## config.mk

```make
export PLATFORM = sky130hd
export DESIGN_NAME = lc4_cmp_iter_flat
export DESIGN_NICKNAME = d
export VERILOG_FILES = /design/src/rtl/lc4_cmp_pkg.sv /design/src/rtl/lc4_cmp_iter_if.sv /design/src/rtl/lc4_cmp_digit.sv /design/src/rtl/lc4_cmp_iter.sv /design/src/flat_wrapper.sv
export SDC_FILE = /design/constraint.sdc
export NUM_CORES = 1
export LEC_CHECK = 0
export BUFFER_PORTS_ARGS = -buffer_cell sky130_fd_sc_hd__buf_4
export CORE_ASPECT_RATIO = 1.1
export CORE_UTILIZATION = 56
export CTS_CLUSTER_DIAMETER = 150
export DETAILED_ROUTE_END_ITERATION = 8
export HOLD_SLACK_MARGIN = 0.12
export PLACE_DENSITY = 0.88
export SYNTH_ARGS = -nofsm -noshare
export SYNTH_HDL_FRONTEND = slang
export SYNTH_HIERARCHICAL = 1
export SYNTH_SLANG_ARGS = --single-unit
export TNS_END_PERCENT = 10
```

## constraint.sdc

```tcl
create_clock -name clk -period 2.38 [get_ports clk]
set_input_delay 0.238 -clock clk [delete_from_list [all_inputs] [get_ports clk]]
set_output_delay 0.238 -clock clk [all_outputs]
set_load 0.005 [all_outputs]
```

## src/rtl/lc4_cmp_pkg.sv

```systemverilog
// Shared definitions for the lc4_cmp_iter comparator: mode and state
// encodings plus width-scaled result constants (+1 / 0 / -1).
package lc4_cmp_pkg;

  typedef enum logic [1:0] {
    MODE_CMP   = 2'b00,
    MODE_CMPU  = 2'b01,
    MODE_CMPI  = 2'b10,
    MODE_CMPIU = 2'b11
  } mode_e;

  typedef enum logic [1:0] {
    ST_IDLE = 2'd0,
    ST_RUN  = 2'd1,
    ST_DONE = 2'd2
  } state_e;

  // Widest result the constant helpers can describe; callers size down.
  localparam int unsigned RES_MAX_W = 64;

  // Truncate a result pattern to the low 'width' bits.
  function automatic logic [RES_MAX_W-1:0] res_fit(input int unsigned width,
                                                   input logic [RES_MAX_W-1:0] value);
    logic [RES_MAX_W-1:0] mask;
    mask = (width >= RES_MAX_W) ? '1 : ((RES_MAX_W'(1) << width) - RES_MAX_W'(1));
    return value & mask;
  endfunction

  function automatic logic [RES_MAX_W-1:0] res_gt(input int unsigned width);
    return res_fit(width, RES_MAX_W'(1));
  endfunction

  function automatic logic [RES_MAX_W-1:0] res_eq(input int unsigned width);
    return res_fit(width, '0);
  endfunction

  function automatic logic [RES_MAX_W-1:0] res_lt(input int unsigned width);
    return res_fit(width, '1);
  endfunction

endpackage

```

## src/rtl/lc4_cmp_iter_if.sv

```systemverilog
// Request/response bundle of the iterative comparator. The master issues
// compare requests and consumes results; the slave is the comparator.
interface lc4_cmp_iter_if
  import lc4_cmp_pkg::*;
#(
  parameter int WIDTH = 16
);
  logic             in_valid;
  logic             in_ready;
  mode_e            mode;
  logic [WIDTH-1:0] a;
  logic [WIDTH-1:0] b;
  logic             out_valid;
  logic             out_ready;
  logic [WIDTH-1:0] result;
  logic             busy;

  modport master (
    output in_valid, mode, a, b, out_ready,
    input  in_ready, out_valid, result, busy
  );

  modport slave (
    input  in_valid, mode, a, b, out_ready,
    output in_ready, out_valid, result, busy
  );
endinterface

```

## src/rtl/lc4_cmp_digit.sv

```systemverilog
// One DIGIT-wide unsigned magnitude compare; the top feeds it the current
// most-significant digit of both operands.
module lc4_cmp_digit #(
  parameter int DIGIT = 4
) (
  input  logic [DIGIT-1:0] a_dig,
  input  logic [DIGIT-1:0] b_dig,
  output logic             gt,
  output logic             lt
);
  assign gt = (a_dig > b_dig);
  assign lt = (a_dig < b_dig);
endmodule

```

## src/rtl/lc4_cmp_iter.sv

```systemverilog
// Iterative multi-mode comparator (CMP / CMPU / CMPI / CMPIU), DIGIT bits
// per cycle, MSB first, result +1 / 0 / -1 behind a valid/ready handshake.
// Build option LC4_CMP_EARLY_EXIT_EN: when defined, RUN stops at the first
// differing digit (variable latency); otherwise every digit is examined and
// the first difference is held in sticky flags (latency WIDTH/DIGIT).
module lc4_cmp_iter
  import lc4_cmp_pkg::*;
#(
  parameter int WIDTH      = 16,
  parameter int DIGIT      = 4,
  parameter int IMM_WIDTH  = 7,
  parameter int UIMM_WIDTH = 7
) (
  input logic           clk,
  input logic           rst_n,
  lc4_cmp_iter_if.slave bus
);

  if (DIGIT < 1 || DIGIT > WIDTH || (WIDTH % DIGIT) != 0) begin : g_bad_digit
    $error("lc4_cmp_iter: WIDTH must be a multiple of DIGIT");
  end
  if (IMM_WIDTH < 1 || IMM_WIDTH > WIDTH) begin : g_bad_imm
    $error("lc4_cmp_iter: IMM_WIDTH out of range");
  end
  if (UIMM_WIDTH < 1 || UIMM_WIDTH > WIDTH) begin : g_bad_uimm
    $error("lc4_cmp_iter: UIMM_WIDTH out of range");
  end

  localparam int NDIG  = WIDTH / DIGIT;
  localparam int CNT_W = (NDIG > 1) ? $clog2(NDIG) : 1;

  localparam logic [CNT_W-1:0] LAST_DIG = CNT_W'(NDIG - 1);
  localparam logic [WIDTH-1:0] SIGN_BIT = WIDTH'(1) << (WIDTH - 1);
  localparam logic [WIDTH-1:0] RES_GT   = WIDTH'(res_gt(WIDTH));
  localparam logic [WIDTH-1:0] RES_EQ   = WIDTH'(res_eq(WIDTH));
  localparam logic [WIDTH-1:0] RES_LT   = WIDTH'(res_lt(WIDTH));

  state_e           state_q, state_d;
  logic [WIDTH-1:0] op_a, op_b, res_q;
  logic [CNT_W-1:0] cnt;
  logic [WIDTH-1:0] b_ext, prep_a, prep_b;
  logic             signed_mode, accept, last, finish;
  logic             dg_gt, dg_lt, hit_gt, hit_lt;

  assign accept = bus.in_valid && bus.in_ready;
  assign last   = (cnt == LAST_DIG);

  // Operand preparation at accept: immediate extension, then bias the MSB in
  // signed modes so a plain unsigned digit compare gives the signed order.
  always_comb begin
    // NOTE: every variable written here gets a default first, so no path
    // leaves it unassigned and no latch is inferred.
    b_ext = bus.b;
    unique case (bus.mode)
      MODE_CMPI:  b_ext = WIDTH'($signed(bus.b[IMM_WIDTH-1:0]));
      MODE_CMPIU: b_ext = WIDTH'(bus.b[UIMM_WIDTH-1:0]);
      default:    b_ext = bus.b;
    endcase
    signed_mode = (bus.mode == MODE_CMP) || (bus.mode == MODE_CMPI);
    prep_a      = signed_mode ? (bus.a ^ SIGN_BIT) : bus.a;
    prep_b      = signed_mode ? (b_ext ^ SIGN_BIT) : b_ext;
  end

  lc4_cmp_digit #(.DIGIT(DIGIT)) u_digit (
    .a_dig (op_a[WIDTH-1 -: DIGIT]),
    .b_dig (op_b[WIDTH-1 -: DIGIT]),
    .gt    (dg_gt),
    .lt    (dg_lt)
  );

`ifdef LC4_CMP_EARLY_EXIT_EN
  // Stop as soon as a digit differs, or after the last digit.
  assign hit_gt = dg_gt;
  assign hit_lt = dg_lt;
  assign finish = dg_gt || dg_lt || last;
`else
  logic gt_s, lt_s;

  // The first difference wins; later digits cannot override it.
  assign hit_gt = gt_s || (dg_gt && !lt_s);
  assign hit_lt = lt_s || (dg_lt && !gt_s);
  assign finish = last;

  // Sticky first-difference flags, cleared on every new request.
  always_ff @(posedge clk) begin
    if (!rst_n) begin
      gt_s <= 1'b0;
      lt_s <= 1'b0;
    end else if (state_q == ST_IDLE) begin
      gt_s <= 1'b0;
      lt_s <= 1'b0;
    end else if (state_q == ST_RUN) begin
      gt_s <= hit_gt;
      lt_s <= hit_lt;
    end
  end
`endif

  // State register.
  always_ff @(posedge clk) begin
    // NOTE: clocked state uses non-blocking assignments so every register
    // samples the pre-edge values, independent of statement order.
    if (!rst_n) state_q <= ST_IDLE;
    else        state_q <= state_d;
  end

  // Next-state logic.
  always_comb begin
    state_d = state_q;
    unique case (state_q)
      ST_IDLE: if (accept)        state_d = ST_RUN;
      ST_RUN:  if (finish)        state_d = ST_DONE;
      ST_DONE: if (bus.out_ready) state_d = ST_IDLE;
      default:                    state_d = ST_IDLE;
    endcase
  end

  // Handshake outputs decoded from the current state.
  always_comb begin
    bus.in_ready  = rst_n && (state_q == ST_IDLE);
    bus.out_valid = (state_q == ST_DONE);
    bus.busy      = (state_q != ST_IDLE);
  end

  assign bus.result = res_q;

  // Operand shift registers, digit counter and result register.
  always_ff @(posedge clk) begin
    if (!rst_n) begin
      op_a  <= '0;
      op_b  <= '0;
      cnt   <= '0;
      res_q <= '0;
    end else begin
      unique case (state_q)
        ST_IDLE: begin
          if (accept) begin
            op_a <= prep_a;
            op_b <= prep_b;
            cnt  <= '0;
          end
        end
        ST_RUN: begin
          op_a <= op_a << DIGIT;
          op_b <= op_b << DIGIT;
          cnt  <= cnt + CNT_W'(1);
          if (finish) res_q <= hit_gt ? RES_GT : (hit_lt ? RES_LT : RES_EQ);
        end
        default: ;
      endcase
    end
  end

endmodule

```

## src/flat_wrapper.sv

```systemverilog
// flat-port wrapper written by rule: the top's interface ports become plain ports
module lc4_cmp_iter_flat import lc4_cmp_pkg::*;
#(
  parameter int WIDTH      = 16,
  parameter int DIGIT      = 4,
  parameter int IMM_WIDTH  = 7,
  parameter int UIMM_WIDTH = 7
)
  (clk, rst_n, bus_in_valid, bus_mode, bus_a, bus_b, bus_out_ready, bus_in_ready, bus_out_valid, bus_result, bus_busy);
  lc4_cmp_iter_if #(.WIDTH(WIDTH)) bus_i ();
  input logic clk;
  input logic rst_n;
  input wire logic [$bits(bus_i.in_valid)-1:0] bus_in_valid;
  input wire logic [$bits(bus_i.mode)-1:0] bus_mode;
  input wire logic [$bits(bus_i.a)-1:0] bus_a;
  input wire logic [$bits(bus_i.b)-1:0] bus_b;
  input wire logic [$bits(bus_i.out_ready)-1:0] bus_out_ready;
  output wire logic [$bits(bus_i.in_ready)-1:0] bus_in_ready;
  output wire logic [$bits(bus_i.out_valid)-1:0] bus_out_valid;
  output wire logic [$bits(bus_i.result)-1:0] bus_result;
  output wire logic [$bits(bus_i.busy)-1:0] bus_busy;
  assign bus_i.in_valid = bus_in_valid;
  assign bus_i.mode = bus_mode;
  assign bus_i.a = bus_a;
  assign bus_i.b = bus_b;
  assign bus_i.out_ready = bus_out_ready;
  assign bus_in_ready = bus_i.in_ready;
  assign bus_out_valid = bus_i.out_valid;
  assign bus_result = bus_i.result;
  assign bus_busy = bus_i.busy;
  lc4_cmp_iter #(.WIDTH(WIDTH), .DIGIT(DIGIT), .IMM_WIDTH(IMM_WIDTH), .UIMM_WIDTH(UIMM_WIDTH)) u_core (.clk(clk), .rst_n(rst_n), .bus(bus_i));
endmodule
```

-- Yosys cells after proc, flatten, opt, wreduce, memory -nomap -nowiden
Cells that the tools add are included.
- output and inout port bits: 19
- register bits after elaboration: 54
- input port bits: 38
- word-level logic and storage cells: 53
- add/sub/neg operators: 1
- eq/ne operators: 8
- bitwise operators: 3
- $lt $le $gt $ge: 2
- mux-type cells: 15
- reduce and logical (&&, ||, !) cells: 17
- operators by type and width (operator ; count):
    two-way mux 16 bit ; 6
    case mux 16 bit (2 select lines) ; 3
    == test 2 bit (second input constant) ; 4
    two-way mux 2 bit ; 4
    case mux 2 bit (3 select lines) ; 1
    greater-than comparator 4 bit ; 1
    logical AND 1 bit ; 4
    zero test 2 bit ; 2
    < comparator 4 bit ; 1
    inequality test 2 x 1 -> 1 bit (second input constant) ; 2
    case mux 2 bit (2 select lines) ; 1
    AND reduction 2 bit ; 2
    nonzero test 2 bit ; 2
    logical OR 1 bit ; 3
    inverter 1 bit ; 3
    AND reduction 3 bit ; 1
    adder 2 x 1 -> 2 bit (second input constant) ; 1
    == test 2 x 1 -> 1 bit (second input constant) ; 1
    zero test 1 bit ; 2
    inequality test 2 bit (second input constant) ; 1
    OR reduction 2 bit ; 1

-- Logic depth before layout (Yosys ltp)
Gate-level depths: netlist (run 1).
- depth in word-level cells: 6
- mapped depth: 8

-- Cells and area by module
Netlist (run 1), hierarchy kept.
- by module, submodules not included (module ; cells each ; area each (um^2) ; seq. area each (um^2) ; instances):
    lc4_cmp_iter ; 210 ; 1959.4 ; 800.8 ; 1
    lc4_cmp_digit ; 15 ; 113.9 ; 0.0 ; 1

-- Worst setup path after synthesis (run 1)
OpenSTA, ideal clock, no wires.
- kind: register to register
- from: reg u_core.op_b[15]
- to: reg u_core.res_q[14] (netlist: u_core/bus.result[14])
- period minus slack after synthesis: 1.346 ns
- required time: 2.243 ns
- cell stages (with the launch flop): 9
- arrival: 1.209 ns
- path buffers: 0
- path slack: 1.034 ns
- cell sequence: dfxtp_1 > inv_1 > ha_1 > nand2_1 > o21bai_1 > a2bb2oi_1 > nand2b_1 > o2111ai_1 > a21oi_1
- elaborated cells between the ends (all ways): 8
- those cells by class: order compare (2); mux (2); reduce/logical (4)
- RTL lines (element ; line ; source):
    start: declaration ; lc4_cmp_iter.sv:39 ; logic [WIDTH-1:0] op_a, op_b, res_q;
    start signal: assignment ; lc4_cmp_iter.sv:139 ; op_b <= prep_b;
    start signal: assignment ; lc4_cmp_iter.sv:145 ; op_b <= op_b << DIGIT;
    greater-than comparator 4 bit ; lc4_cmp_digit.sv:11 ; assign gt = (a_dig > b_dig);
    via u_core.dg_gt ; lc4_cmp_iter.sv:43 ; logic dg_gt, dg_lt, hit_gt, hit_lt;
    logical AND 1 bit ; lc4_cmp_iter.sv:80 ; assign hit_gt = gt_s || (dg_gt && !lt_s);
    logical OR 1 bit ; lc4_cmp_iter.sv:80 ;
    two-way mux 16 bit ; lc4_cmp_iter.sv:147 ; if (finish) res_q <= hit_gt ? RES_GT : (hit_lt ? RES_LT : RES_EQ);
    end signal: assignment ; lc4_cmp_iter.sv:147 ;
    end: declaration ; lc4_cmp_iter.sv:39 ;
The timed path passes the listed nets, and every way through them passes these cells.
A chain may end at the register's enable or synchronous reset.

-- Worst setup path after layout (run 1)
- from: reg u_core.state_q[1]
- to: reg u_core.op_b[13]
- cells in the longest elaborated chain, start to end: 5
- elaborated cells between the ends (all ways): 8
- those cells by class: eq/ne (2); mux (1); reduce/logical (5)
- RTL lines (element ; line ; source):
    start: declaration ; lc4_cmp_iter.sv:38 ; state_e state_q, state_d;
    start signal: assignment ; lc4_cmp_iter.sv:104 ; else state_q <= state_d;
    zero test 2 bit ; lc4_cmp_iter.sv:120, lc4_cmp_iter.sv:135 ;
    logical AND 1 bit ; lc4_cmp_iter.sv:120 ; bus.in_ready = rst_n && (state_q == ST_IDLE);
    logical AND 1 bit ; lc4_cmp_iter.sv:45 ; assign accept = bus.in_valid && bus.in_ready;
    inequality test 2 x 1 -> 1 bit (no source line) ; -- ;
    AND reduction 2 bit (no source line) ; -- ;
Parallel ways exist; a longest one is shown, timed or not.

==> results of run 1 <==
## worst max path at each step
stage,to,cells after the start
floorplan,u_core/bus.result[14]$_SDFFE_PN0P_,8
global placement,u_core/op_b[12]$_SDFFE_PN0P_,3
detailed placement,u_core/op_b[13]$_SDFFE_PN0P_,3
CTS,u_core/op_b[13]$_SDFFE_PN0P_,3
global route,u_core/op_b[13]$_SDFFE_PN0P_,3
finish,u_core/op_b[13]$_SDFFE_PN0P_,3
## state kept, by name, indices dropped and copies added, names as in the netlist
name	count
u_core/bus.result	2
u_core/cnt	2
u_core/gt_s	1
u_core/lt_s	1
u_core/op_a	16
u_core/op_b	16
u_core/state_q	2
## layout make-up
class | instances | area [um2]
Multi-Input combinational cell | 144 | 998
Timing Repair Buffer | 64 | 488
Clock buffer | 6 | 41.3
Clock inverter | 1 | 5.00
Sequential cell | 40 | 801
Fill cell | 282 | 1010
Tap cell | 48 | 60.1
Inverter | 9 | 33.8
## power by group
part	internal [mW]	switching (mW)
Combinational	0.127	0.125
Clock	0.109	0.209
Sequential	0.707	0.0266
## per-layer routing
metal / vias to the layer above / part of all wire / GRT usage
met2: 59 / 0.49 / 0.383
met3: 14 / 0.046 / 0.0685
met4: 0 / 0.032 / 0.119
met5: - / 0 / 0
li1: 877 / - / -
met1: 840 / 0.43 / 0.313
## cell usage after synthesis, drive strengths merged (4+ instances only)
cell / count
inv: 9
o221ai: 10
nor2: 9
nand2b: 12
a21oi: 30
ha: 5
buf: 30
nand2: 10
dfxtp: 40
a22oi: 18
nand3: 14
nor2b: 4
## worst register-to-register path: cells and delay by family (launching register included)
kind,cells,cell delay (ns)
compound gates,2,0.71
flops,1,0.43
simple gates,1,0.60
## stage by stage
stage	cell area [um2]	util	power, mW
after floorplan	2070	-	0.918
after global placement	2350	0.683	0.986
after detailed placement	2350	0.683	0.995
after CTS	2430	0.705	1.31
after global routing	2430	0.705	1.38
final	2430	0.705	1.30
## repair_timing
action	4_1_cts	5_1_grt
endpoints found under the setup margin	0	0
resized for setup	0	0
hold buffers	3	0
endpoints found under the hold margin	3	0
## kinds of logic (layout without fill, tap and decap cells)
| logic type | after synthesis | after routing | share of synthesized area |
|---|---|---|---|
| mux | 3 | 3 | 0.0145 |
| compound gates | 73 | 73 | 0.260 |
| xor+xnor | 1 | 1 | 0.00423 |
| simple gates | 62 | 62 | 0.173 |
| fa+ha+maj | 5 | 5 | 0.0302 |
| buf+inv | 41 | 80 | 0.132 |
| flops | 40 | 40 | 0.386 |
==> results.cfg, run 1 <==
[global_route]
grt_pass1_vias = 1612
antenna_found_initial = 0
grt_usage = 0.247
grt.overflow.total = 0
grt_first_pass_wirelength_um = 7220
grt_max_degree = 20

[synth]
seq_area_frac_synth = 0.386
yosysWarnings = 6
ys_ff_latch = 40
synth_cells = 225
synth_fp_nets = 268
synth_area_leaders = dfxtp_1 (39%), buf_4 (7.2%), a21oi_1 (6.0%)
async_flop_share = 0
synth-edff-count = 0
synth_ff_type = dfxtp_1
synth.avg_cell_area_um2 = 9.21
synth_top_area_share = 0.386
synth.distinct_cells = 44
syn_area_um2 = 2070
synth_top_area_cell = dfxtp_1

[critical_path]
critPathLaunch = u_core/state_q[1]$_SDFFE_PN0P_
reg2reg_from = u_core/state_q[1]$_SDFFE_PN0P_
critPathLaunchType = register
worst_path_largest_cell_delay_ns = 0.60
crit_chain = nand4bb_1, a31oi_2, a21oi_1
crit_fanout = 15
worstSetupPathType = register to register
cpLargestDelayFamily = compound AO/OA/AOI/OAI gates
path_buf_inv = 0
rr_endpoint = u_core/op_b[13]$_SDFFE_PN0P_
arrival_ns = 2.09
r2r_cells = 3
r2r_setup_slack_ns = 0.52
worstSetupEndpointType = register
cp_data_required_time_ns = 2.60
cp_slowest_cell = nand4bb_1

[clock_tree]
htree_levels = 2
cts_buffers = 5
cts_setup_buffers = 0
clk_latency_ns = 0.35
clk_pin_slew_ns = 0.11
clk_path_buf_depth = 2
cts_root_buffer = clkbuf_4
clock_sinks = 40
cts_tree = yes

[detailed_routing]
vias = 1790
drt_iter0_drc = 70
drtAntennaViolNets = 0
finalWirelength_um = 4410
drc_errors = 0
dr.pass1.iters = 4
wl_per_cell_um = 14.1
viasPerCell = 5.74

[sta]
drv_slew = 0
period_minus_slack_ns = 1.86
tightestPinTransition_ns = 0.552
whs_ns = 0.129
slew-limit-headroom = 0.630
setup_viol = 0
fin_worst_skew_ns = 0.00638
setup-tns-final_ns = 0
final_hold_viol_count = 0
fmax_mhz = 537
rsz0062_at_grt = no
fin_ws_ns = 0.518
final.period_utilization = 0.782

[placed_design]
gp_congestion = 0.831
post-place-ws_ns = 0.582
dpl.hpwl_um = 3150
dp_cells = 302
port_buffers = 56

[hold_path]
hold_path_class = input pin to register
holdPathStages = 3
hold_start = bus_a[0]
hold_path_end = u_core/op_a[0]$_SDFFE_PN0P_

[final_layout]
final_cells = 312
layout-drive-gt1-share = 0.322
final_common_cell = buf_4
area_growth_pct = 17.1
fin_nets = 307
antenna_cells = 0
mostFrequentLayoutCells = buf_4 (61), dfxtp_1 (40), a21oi_1 (25), nand3_1 (14)

[floorplan]
initial_core_util = 0.603
die_h_um = 65.8
die_w_um = 60.0
fp.dieArea_um2 = 3950
num_rows = 22
coreArea_um2 = 3440
pin_count = 57

[power]
powerDensity_nw_per_um2 = 537
max-vdd-ir-drop_uv = 468
cellLeakagePower_nw = 0.987

[run]
max_cap_violations = 0

[status]
status = finished, final reports clean
Note: power is estimated with default switching activity, not from simulation.
==> run 2: changes to the inputs <==
--- a/config.mk
+++ b/config.mk
@@ -7,11 +7,11 @@
 export LEC_CHECK = 0
 export BUFFER_PORTS_ARGS = -buffer_cell sky130_fd_sc_hd__buf_4
 export CORE_ASPECT_RATIO = 1.1
-export CORE_UTILIZATION = 56
+export CORE_UTILIZATION = 52
 export CTS_CLUSTER_DIAMETER = 150
 export DETAILED_ROUTE_END_ITERATION = 8
 export HOLD_SLACK_MARGIN = 0.12
-export PLACE_DENSITY = 0.88
+export PLACE_DENSITY = 0.82
 export SYNTH_ARGS = -nofsm -noshare
 export SYNTH_HDL_FRONTEND = slang
 export SYNTH_HIERARCHICAL = 1
==> constraint.sdc (replaced) <==
create_clock -name clk -period 1.9 [get_ports clk]
set_input_delay 0.19 -clock clk [delete_from_list [all_inputs] [get_ports clk]]
set_output_delay 0.19 -clock clk [all_outputs]
set_load 0.005 [all_outputs]
==> run 2 against run 1 <==
Via count fell by 1.8%. Global-route usage shrank 3.5 points. Sequential power is 25% higher. Clock power grew 68%. Worst setup slack got worse by 0.19 ns. Die area increased by 7.4%. Clock-buffer cell count unchanged. First-iteration DRC count unchanged. Total power increased by 36%. Sequential share of layout area down 0.25 points. Core utilization is 5.2 points lower. Routed wire length grew 0.36%.
==> results.cfg, run 2 (synthesis results as in run 1) <==
[status]
status = finished, final reports clean

[final_layout]
final.fill_count = 331
layout-drive-gt1-share = 0.331
area_growth_pct = 18.0
mostFrequentLayoutCells = buf_4 (63), dfxtp_1 (40), a21oi_1 (25), nand3_1 (14)
fin_nets = 306
regArea_um2 = 801
multi_input_area_um2 = 998
final_area_um2 = 2450
reg.largest.list = u_core/op_a x16, u_core/op_b x16
final_common_cell = buf_4
antenna_cells = 0

[critical_path]
r2r_setup_slack_ns = 0.34
cp_slowest_cell = dfxtp_1
worst_path_largest_cell_delay_ns = 0.37
crit_chain = buf_4, or2_2, nor2_1, buf_4
reg2reg_from = u_core/op_b[15]$_SDFFE_PN0P_
worstSetupPathType = register to output pin
critPathLaunchType = register
r2r_cells = 7
arrival_ns = 1.38
rr_endpoint = u_core/gt_s$_SDFFE_PP0P_
cp_data_required_time_ns = 1.71
worstSetupEndpointType = output pin
critPathMostFrequentCell = buf_4
crit_fanout = 7

[sta]
fin_worst_skew_ns = 0.00249
setup_viol = 0
drv_slew = 0
final_hold_viol_count = 0
slew-limit-headroom = 0.493
rsz0062_at_grt = no
period_minus_slack_ns = 1.57
fmax_mhz = 636
setup-tns-final_ns = 0
tightestPinTransition_ns = 0.760
final.period_utilization = 0.828

[floorplan]
die_w_um = 62.2
fp.dieArea_um2 = 4240
initial_core_util = 0.554
die_h_um = 68.2
pin_count = 57
coreArea_um2 = 3740
num_rows = 23

[hold_path]
holdPathStages = 3
hold_start = bus_a[0]
hold_path_class = input pin to register
hold_path_end = u_core/op_a[0]$_SDFFE_PN0P_

[global_route]
grt_usage = 0.212
grt.overflow.total = 0
grt_max_degree = 29
grt_first_pass_wirelength_um = 6950
grt_pass1_vias = 1489
antenna_found_initial = 0

[placed_design]
dpl.hpwl_um = 3120
gp_congestion = 0.744
dpl_cell_area_um2 = 2370
port_buffers = 56

[clock_tree]
cts_hold_buf = 0
htree_levels = 2
cts_setup_buffers = 0
cts_resized = 0
cts_tree = yes
cts_buffers = 5
clk_latency_ns = 0.29
clock_sinks = 40
clk_pin_slew_ns = 0.07
cts_root_buffer = clkbuf_8
clk_path_buf_depth = 2

[detailed_routing]
drt_iter0_drc = 70
viasPerCell = 5.61
vias = 1757
drtAntennaViolNets = 0
wl_per_cell_um = 14.1
finalWirelength_um = 4430
dr.pass1.iters = 4
drc_errors = 0

[run]
max_cap_violations = 0

[power]
max-vdd-ir-drop_uv = 541
cellLeakagePower_nw = 0.997
powerDensity_nw_per_um2 = 723
[run 2: cell count changes in the layout (fill, tap and decap cells not counted), sizes merged]
cell,previous run,this run
dlygate4sd3,3,0
buf,61,63
[run 2: area by class of cell]
type | instances | area share
Multi-Input combinational cell | 144 | 0.408
Sequential cell | 40 | 0.327
Timing Repair Buffer | 63 | 0.193
Clock buffer | 6 | 0.0297
Tap cell | 50 | 0.0256
Inverter | 9 | 0.0138
Clock inverter | 1 | 0.00205
[run 2: power by group]
part | switching [mW] | total, mW | internal, mW | leakage, nW
combinational | 0.157 | 0.314 | 0.157 | 0.628
clock | 0.286 | 0.535 | 0.250 | 0.0410
sequential | 0.0323 | 0.918 | 0.886 | 0.328
total | 0.475 | 1.77 | 1.29 | 0.997
[run 2: per-layer routing]
metal | global-route usage | share of wire
met3 | 0.0650 | 0.048
met4 | 0.0785 | 0.013
met2 | 0.343 | 0.48
met5 | 0 | 0
met1 | 0.270 | 0.46
[run 2: per-stage QoR]
step / total power, mW / worst slack, ns / hold slack [ns] / utilization / instances
4_1_cts: 1.78 / 0.312 / 0.128 / 0.654 / 313
6_report: 1.77 / 0.327 / 0.135 / 0.654 / 313
3_3_place_gp: 1.24 / 0.429 / 0.428 / 0.633 / 306
5_1_grt: 1.85 / 0.196 / 0.129 / 0.654 / 313
2_1_floorplan: 1.15 / 0.554 / 0.324 / - / 225
3_5_place_dp: 1.25 / 0.385 / 0.437 / 0.633 / 306
[run 2: worst max-delay path, delay by kind of cell (launching register included)]
family / cells / cell delay (ns)
buffers and inverters: 2 / 0.30
DFF: 1 / 0.37
and+or+nand+nor: 2 / 0.43
[run 2: worst max-delay path by stage]
stage / to / from / slack (ns)
floorplan: u_core/bus.result[14]$_SDFFE_PN0P_ / u_core/op_b[15]$_SDFFE_PN0P_ / 0.55
global placement: u_core/gt_s$_SDFFE_PP0P_ / u_core/op_b[15]$_SDFFE_PN0P_ / 0.43
global route: u_core/op_a[8]$_SDFFE_PN0P_ / u_core/state_q[0]$_SDFFE_PN0P_ / 0.20
detailed placement: u_core/op_a[6]$_SDFFE_PN0P_ / rst_n / 0.39
CTS: bus_in_ready / u_core/state_q[0]$_SDFFE_PN0P_ / 0.31
finish: bus_in_ready / u_core/state_q[0]$_SDFFE_PN0P_ / 0.33
==> run 3: changes to the inputs <==
==> constraint.sdc (replaced) <==
create_clock -name clk -period 1.51 [get_ports clk]
set_input_delay 0.151 -clock clk [delete_from_list [all_inputs] [get_ports clk]]
set_output_delay 0.151 -clock clk [all_outputs]
set_load 0.005 [all_outputs]
==> run 3 against run 2 <==
Core utilization up 7.2 points. Worst setup slack got worse by 0.28 ns. First-iteration DRC count did not move. Global-route usage is 1.3 points higher. Total power up 42%. Critical path depth is 4 higher. Via count is 4.1% higher. Final cell count up 5.4%. Clock skew rose by 0.0034 ns.
==> results.cfg, run 3 (synthesis results as in run 1) <==
[status]
status = finished, final reports clean

[global_route]
antenna_found_initial = 0
grt_usage = 0.226
grt.overflow.total = 0
grt_pass1_vias = 1636
grt_first_pass_wirelength_um = 7400
grt_max_degree = 29

[clock_tree]
cts_buffers = 5
cts_root_buffer = clkbuf_8
clk_path_buf_depth = 2
clock_sinks = 40
clk_pin_slew_ns = 0.08
clk_latency_ns = 0.30
cts_tree = yes
htree_levels = 2

[final_layout]
final.fill_count = 267
layout-drive-gt1-share = 0.375
postLayoutCoreUtil = 0.726
regArea_um2 = 810
final_common_cell = buf_4
final_cells = 330
multi_input_area_um2 = 1050
fin_nets = 322
mostFrequentLayoutCells = buf_4 (64), dfxtp_1 (35), a21oi_1 (23), nand3_1 (14), dlygate4sd3_1 (13)
area_growth_pct = 31.0
reg.largest.list = u_core/op_a x16, u_core/op_b x16
antenna_cells = 0

[power]
cellLeakagePower_nw = 1.10
p_switching_uw = 643
powerDensity_nw_per_um2 = 925
max-vdd-ir-drop_uv = 776
switching_share = 0.256
p_seq_frac = 0.460
clkPwrFrac = 0.343
power_mw = 2.51
p_int_mw = 1.87
combPwrFrac = 0.196

[detailed_routing]
wl_per_cell_um = 14.6
met1_length_um = 2140
vias = 1829
wl_met3_um = 255
dr.pass1.iters = 4
drt_iter0_drc = 70
drc_errors = 0
dr.max_layer_used = met4
dr_wl_met2_um = 2340
finalWirelength_um = 4810
viasPerCell = 5.54
drtAntennaViolNets = 0

[critical_path]
worstSetupPathType = register to register
arrival_ns = 1.65
reg2reg_from = u_core/op_b[15]$_SDFFE_PN0P_
cpLargestDelayFamily = compound AO/OA/AOI/OAI gates
cp_data_required_time_ns = 1.70
cp_slowest_cell = dfxtp_2
path_buf_inv = 1
r2r_setup_slack_ns = 0.05
critPathLaunch = u_core/op_b[15]$_SDFFE_PN0P_
worst_path_largest_cell_delay_ns = 0.33
worstSetupEndpointType = register
crit_chain = inv_1, ha_4, nand2_2, o21bai_4, a2bb2oi_2, nand2b_1, o2111ai_2, a21oi_1
crit_fanout = 2
critPathLaunchType = register

[floorplan]
coreArea_um2 = 3740
pin_count = 57
fp.dieArea_um2 = 4240
die_h_um = 68.2
initial_core_util = 0.554
num_rows = 23
die_w_um = 62.2

[placed_design]
port_buffers = 56
gp_congestion = 0.790
dpl.hpwl_um = 3240
dp_cells = 309
post-place-ws_ns = 0.0239

[sta]
fmax_mhz = 684
tightestPinTransition_ns = 0.492
fin_worst_skew_ns = 0.00587
slew-limit-headroom = 0.671
final_hold_viol_count = 0
period_minus_slack_ns = 1.46
fin_ws_ns = 0.0471
setup_viol = 0
final.period_utilization = 0.969
drv_slew = 0

[hold_path]
hold_path_class = input pin to register
hold_start = bus_b[14]

[run]
max_cap_violations = 0
-- run 3: timing repair --
item | 4_1_cts | 5_1_grt
hold buffers | 13 | 0
pin swaps | 0 | 2
gates resized for setup | 5 | 12
hold endpoints to repair | 13 | 0
setup endpoints to repair | 3 | 4
buffers inserted | 0 | 0
-- run 3: final cells by class --
type | count | share of cell area
inverters | 9 | 0.0124
repair buffers | 79 | 0.240
clock buffers | 6 | 0.0267
flip-flops and latches | 40 | 0.298
well taps | 50 | 0.0230
multi-input cells | 144 | 0.387
clock inverters | 2 | 0.0129
-- run 3: worst reg2reg max path, stage by stage (launching register included) --
cell and delay, ns:
dfxtp_2 0.33, inv_1 0.06, ha_4 0.28, nand2_2 0.07
o21bai_4 0.19, a2bb2oi_2 0.17, nand2b_1 0.09, o2111ai_2 0.09
a21oi_1 0.09
-- run 3: power by group through the flow --
stage / Combinational [mW] / Clock [mW] / Sequential (mW)
2_1_floorplan: 0.282 / 0 / 1.17
3_3_place_gp: 0.399 / 0 / 1.18
3_5_place_dp: 0.410 / 0 / 1.18
4_1_cts: 0.442 / 0.875 / 1.15
5_1_grt: 0.535 / 0.909 / 1.16
6_report: 0.493 / 0.863 / 1.16
-- run 3: worst paths after layout --
kind / cells after the start / endpoint
worst max-delay path: 8 / u_core/bus.result[14]$_SDFFE_PN0P_
worst min-delay path: 3 / u_core/op_b[14]$_SDFFE_PN0P_
worst max register to register: 8 / u_core/bus.result[14]$_SDFFE_PN0P_
worst min register to register: 2 / u_core/op_b[3]$_SDFFE_PN0P_
-- run 3: layer usage --
| layer | track usage | vias to the layer above |
|---|---|---|
| met2 | 0.390 | 52 |
| met3 | 0.0617 | 6 |
| met5 | 0 | - |
| li1 | - | 907 |
| met1 | 0.270 | 864 |
| met4 | 0.0901 | 0 |
-- run 3: metrics by stage --
stage	cell area, um2	TNS, ns	hold slack [ns]
detailed placement	2420	0	0.400
finish	2720	0	0.117
global placement	2420	0	0.389
CTS	2660	-0.0205	0.124
floorplan	2070	0	0.285
global route	2720	-0.0249	0.120
